==> src/rtl/config_port_arbiter.sv <==
// Round-robin owner arbitration for the shared fabric configuration word port.
// A grant is held for a whole bitstream and released on done, request drop or idle timeout.
module config_port_arbiter #(
  parameter int unsigned NUM_REQ        = 3,
  parameter int unsigned DATA_WIDTH     = 32,
  parameter int unsigned TIMEOUT_CYCLES = 12000,
  parameter int unsigned TIMEOUT_W      = 16
) (
  input  logic                          clk_system_i,
  input  logic                          reset_n_i,
  input  logic [NUM_REQ-1:0]            req_i,
  input  logic [NUM_REQ-1:0]            done_i,
  input  logic [NUM_REQ-1:0]            valid_i,
  input  logic [NUM_REQ*DATA_WIDTH-1:0] data_i,
  output logic [NUM_REQ-1:0]            ready_o,
  output logic [NUM_REQ-1:0]            grant_o,
  output logic [DATA_WIDTH-1:0]         cfg_data_o,
  output logic                          cfg_valid_o,
  input  logic                          cfg_ready_i,
  output logic                          busy_o,
  output logic                          timeout_o
);

  localparam int unsigned IDX_W = (NUM_REQ > 1) ? $clog2(NUM_REQ) : 1;

  localparam logic [1:0] ST_IDLE  = 2'd0;
  localparam logic [1:0] ST_GRANT = 2'd1;
  localparam logic [1:0] ST_DRAIN = 2'd2;

  localparam logic [IDX_W-1:0]     LAST_RST    = IDX_W'(NUM_REQ - 1);
  localparam logic [TIMEOUT_W-1:0] TIMEOUT_MAX = TIMEOUT_W'(TIMEOUT_CYCLES);

  logic [1:0]            state;
  logic [IDX_W-1:0]      last;
  logic [IDX_W-1:0]      owner;
  logic [TIMEOUT_W-1:0]  idle_cnt;

  logic [IDX_W-1:0]      cand;
  logic [IDX_W-1:0]      pick;
  logic                  pick_found;

  logic [DATA_WIDTH-1:0] owner_data;
  logic                  owner_req;
  logic                  owner_done;
  logic                  owner_valid;
  logic                  in_grant;
  logic                  slot_free;
  logic                  beat;
  logic                  stalled;
  logic [TIMEOUT_W-1:0]  cnt_inc;
  logic                  idle_hit;
  logic                  release_now;

  // First requester strictly after the previous owner, wrapping modulo NUM_REQ.
  always_comb begin
    pick_found = 1'b0;
    pick       = last;
    cand       = last;
    for (int unsigned i = 1; i <= NUM_REQ; i++) begin
      cand = IDX_W'((32'(last) + i) % NUM_REQ);
      if (!pick_found && req_i[cand]) begin
        pick_found = 1'b1;
        pick       = cand;
      end
    end
  end

  always_comb begin
    owner_data = '0;
    for (int unsigned k = 0; k < NUM_REQ; k++) begin
      if (owner == IDX_W'(k)) begin
        owner_data = data_i[k*DATA_WIDTH +: DATA_WIDTH];
      end
    end
  end

  assign owner_req   = req_i[owner];
  assign owner_done  = done_i[owner];
  assign owner_valid = valid_i[owner];

  assign in_grant  = (state == ST_GRANT);
  assign slot_free = !cfg_valid_o || cfg_ready_i;
  assign beat      = in_grant && owner_valid && slot_free;
  assign stalled   = cfg_valid_o && !cfg_ready_i;
  assign cnt_inc   = idle_cnt + TIMEOUT_W'(1);

  // A back-pressured sink is not source inactivity, so the timer pauses then.
  assign idle_hit    = in_grant && !beat && !stalled && (cnt_inc == TIMEOUT_MAX);
  assign release_now = owner_done || !owner_req || idle_hit;

  always_comb begin
    ready_o = '0;
    if (in_grant) begin
      ready_o[owner] = slot_free;
    end
  end

  assign busy_o = (state != ST_IDLE);

  always_ff @(posedge clk_system_i or negedge reset_n_i) begin
    if (!reset_n_i) begin
      state       <= ST_IDLE;
      last        <= LAST_RST;
      owner       <= '0;
      grant_o     <= '0;
      idle_cnt    <= '0;
      cfg_data_o  <= '0;
      cfg_valid_o <= 1'b0;
      timeout_o   <= 1'b0;
    end else begin
      timeout_o <= 1'b0;

      if (beat) begin
        cfg_data_o  <= owner_data;
        cfg_valid_o <= 1'b1;
      end else if (cfg_ready_i) begin
        cfg_valid_o <= 1'b0;
      end

      case (state)
        ST_IDLE: begin
          if (pick_found) begin
            grant_o <= NUM_REQ'(1) << pick;
            last    <= pick;
            owner   <= pick;
            state   <= ST_GRANT;
          end
        end
        ST_GRANT: begin
          if (beat) begin
            idle_cnt <= '0;
          end else if (!stalled) begin
            idle_cnt <= cnt_inc;
          end
          if (release_now) begin
            state     <= ST_DRAIN;
            timeout_o <= idle_hit;
          end
        end
        ST_DRAIN: begin
          if (!cfg_valid_o) begin
            grant_o  <= '0;
            idle_cnt <= '0;
            state    <= ST_IDLE;
          end
        end
        default: begin
          state <= ST_IDLE;
        end
      endcase
    end
  end

endmodule

==> config.mk <==
export PLATFORM = sky130hd
export DESIGN_NAME = config_port_arbiter
export DESIGN_NICKNAME = d
export VERILOG_FILES = /design/src/rtl/config_port_arbiter.sv
export SDC_FILE = /design/constraint.sdc
export NUM_CORES = 1
export LEC_CHECK = 0
export ABC_AREA = 1
export CAP_MARGIN = 20
export CORE_MARGIN = 8
export CORE_UTILIZATION = 47
export CTS_CLUSTER_SIZE = 10
export DETAILED_ROUTE_END_ITERATION = 10
export GPL_TIMING_DRIVEN = 1
export PLACE_DENSITY = 0.87
export SKIP_CTS_REPAIR_TIMING = 1
export SYNTH_ARGS = -nofsm -noshare
export SYNTH_HDL_FRONTEND = slang
export SYNTH_SLANG_ARGS = --single-unit
==> constraint.sdc <==
create_clock -name clk_system_i -period 3.5 [get_ports clk_system_i]
set_clock_uncertainty 0.15 [all_clocks]
set_input_delay 1.05 -clock clk_system_i [delete_from_list [all_inputs] [get_ports clk_system_i]]
set_output_delay 1.05 -clock clk_system_i [all_outputs]
set_load 0.01 [all_outputs]
==> flow_summary.json <==
{
  "timing.rr.start": "last[0]",
  "final_common_cell": "nand2_1",
  "place_congestion": 0.926,
  "ys_types": 31,
  "grt_pass1_vias": 4154,
  "grt_pass1_wl_mm": 19.9,
  "grt_overflow": 0,
  "ios": 149,
  "gr-usage-all-layers": 0.223,
  "relSlewSlack": 0.539,
  "dr.pass1.iters": 7,
  "clock_latency_ns": 0.34,
  "cts-root-buf": "clkbuf_8",
  "p_leak_nw": 2.18,
  "io_buffers": 148,
  "dp_cells": 712,
  "final_design_area_no_fill_sq_um": 5400,
  "critPathArrivalTime_ns": 2.12,
  "die_height_um": 104,
  "hpwl_mm": 9.36,
  "ys_seq_area_frac": 0.403,
  "drv_slew": 0,
  "path_max_fanout": 4,
  "grt_max_degree": 55,
  "run_status": "complete, no violations",
  "synth_cells": 470,
  "avgSynthCellArea_sq_um": 7.66,
  "r2r_slack_ns": 1.14,
  "antenna_left": 0,
  "layout.nets": 732,
  "syn_area_sq_um": 3600,
  "drcViolationCount": 0,
  "cts.sinks": 58,
  "r2r_cells": 11,
  "hold_end": "grant_o[2]",
  "whs_path_depth": 2,
  "synth_nets": 581,
  "antenna_found_initial": 0,
  "hold_start": "grant_o[2]",
  "cp_slowest_stage_delay_ns": 0.48,
  "row_count": 32,
  "num_vias": 3911,
  "initialDrtViolationCount": 175,
  "numCtsBuffers": 9,
  "crit_path_end_kind": "output port",
  "clockBufferDepth": 2,
  "crit_chain": "clkdlybuf4s50_1, nor2_1, nor2_1, inv_1, nor3_1, dlymetal6s2s_1",
  "period_needed_ns": 3.32,
  "drv_cap": 0,
  "wire_per_inst_um": 16.7,
  "instances_no_fill": 728,
  "vdd_drop_max_mv": 0.434,
  "critPathKind": "input pin to output port",
  "fp.dieArea_sq_um": 10700,
  "cpMaxStageDelayCell": "clkdlybuf4s50_1",
  "drive_gt1_frac": 0.102,
  "worstMarginPinSlew_ns": 0.691,
  "setup_violations": 0,
  "power_density_nw_per_um2": 747,
  "synth-seq-cells": 58,
  "grt_setup_unrepaired": "false",
  "place_area_sq_um": 5200,
  "avgViaCountPerCell": 5.37,
  "h-tree-depth": 3,
  "path_common_cell": "nor2_1",
  "syn2layout_area_growth_pct": 50.0,
  "hp-class": "register to register",
  "clkTransAtPathRegs_ns": 0.07,
  "start_kind": "input pin",
  "worstReg2RegEnd": "grant_o[1]",
  "initial_core_util": 0.476,
  "ys_warn_count": 0,
  "maxClockFrequency_mhz": 302,
  "antenna_cells": 0,
  "dieWidth_um": 104,
  "crit_required_ns": 2.30,
  "hold_viol": 0,
  "wl_mm": 12.1,
  "cts_tree": "built",
  "mostFrequentLayoutCells": "nand2_1, clkdlybuf4s50_1, nor2_1, dfrtp_1, inv_1",
  "period_share": 0.947,
  "core_sq_um": 7570
}
-- cell type report --
cell class / count / area (sq um)
Fill cell: 532 / 2160
Multi-Input combinational cell: 353 / 1890
Timing Repair Buffer: 156 / 1570
Sequential cell: 58 / 1450
Clock buffer: 14 / 163
Inverter: 43 / 163
Tap cell: 102 / 128
Clock inverter: 2 / 35.0
-- report_power, final --
part	total, mW	internal [mW]	switching, mW	leakage [nW]
Sequential	1.09	0.931	0.162	0.708
Combinational	2.30	1.01	1.30	1.37
Clock	0.640	0.368	0.272	0.101
Total	4.04	2.31	1.73	2.18
-- cell families (layout without fill, tap and decap cells) --
group,after synthesis,in the layout,share of synthesized area
simple gates,279,279,0.314
compound gates,70,70,0.199
buf+inv,59,215,0.0712
flops,58,58,0.403
fa+ha+maj,3,3,0.0104
xor+xnor,1,1,0.00243
-- metal layers --
layer | share of wire | GRT usage
met1 | 0.38 | 0.239
met3 | 0.10 | 0.0985
met4 | 0.020 | 0.0766
met2 | 0.50 | 0.381
met5 | 0 | 0
-- worst max-delay path by stage --
stage,from,endpoint,slack (ns),cells past startpoint
final,cfg_ready_i,ready_o[1],0.18,6
after global routing,cfg_ready_i,ready_o[1],0.08,6
after CTS,cfg_ready_i,ready_o[1],-0.21,6
after detailed placement,cfg_ready_i,ready_o[1],-0.21,6
after global placement,cfg_ready_i,ready_o[1],-0.18,6
after floorplan,cfg_ready_i,ready_o[1],0.69,4
-- Yosys cell counts --
library cell | count | share of area
nand2_1 | 178 | 0.19
nor2_1 | 58 | 0.060
dfrtp_1 | 57 | 0.40
inv_1 | 40 | 0.042
a41oi_2 | 28 | 0.13
o21ai_0 | 21 | 0.029
nand3_1 | 20 | 0.028
clkbuf_1 | 10 | 0.010
nand4_1 | 10 | 0.017
o22ai_1 | 7 | 0.012
nor2_2 | 5 | 0.0087
a41oi_1 | 4 | 0.0097
nor3_1 | 4 | 0.0056
buf_4 | 3 | 0.0063
buf_6 | 3 | 0.0094
ha_1 | 3 | 0.010
a21oi_1 | 2 | 0.0028
a22oi_1 | 2 | 0.0042
inv_2 | 2 | 0.0021
nand2_2 | 2 | 0.0035
a21oi_2 | 1 | 0.0024
a31oi_1 | 1 | 0.0017
a32o_1 | 1 | 0.0028
clkinv_2 | 1 | 0.0014
dfstp_2 | 1 | 0.0073
nand3_2 | 1 | 0.0028
nand3b_1 | 1 | 0.0021
o211ai_1 | 1 | 0.0021
o21a_1 | 1 | 0.0021
o31ai_2 | 1 | 0.0035
xor2_1 | 1 | 0.0024
-- through the flow --
stage                     power [mW]   util  setup WS, ns  hold WS (ns)  TNS [ns]
after global routing            4.32  0.714        0.0797         0.371         0
after global placement          3.32  0.687        -0.183         0.317    -0.407
after detailed placement        3.40  0.687        -0.206         0.317    -0.466
final                           4.04  0.714         0.185         0.333         0
after floorplan                 2.44      -         0.691         0.352         0
after CTS                       4.05  0.713        -0.207         0.334    -0.471
-- state kept, by name, indices dropped and copies added (netlist names) --
| signal | flops |
|---|---|
| last | 2 |
| grant_o | 3 |
| cfg_valid_o | 1 |
| timeout_o | 1 |
| owner | 1 |
| idle_cnt | 16 |
| cfg_data_o | 32 |
| state | 2 |
-- critical path: cells and delay by family --
kind          cells  cell delay (ns)
buf+inv           3             0.76
simple gates      3             0.30
(Power assumes the default switching activity.)
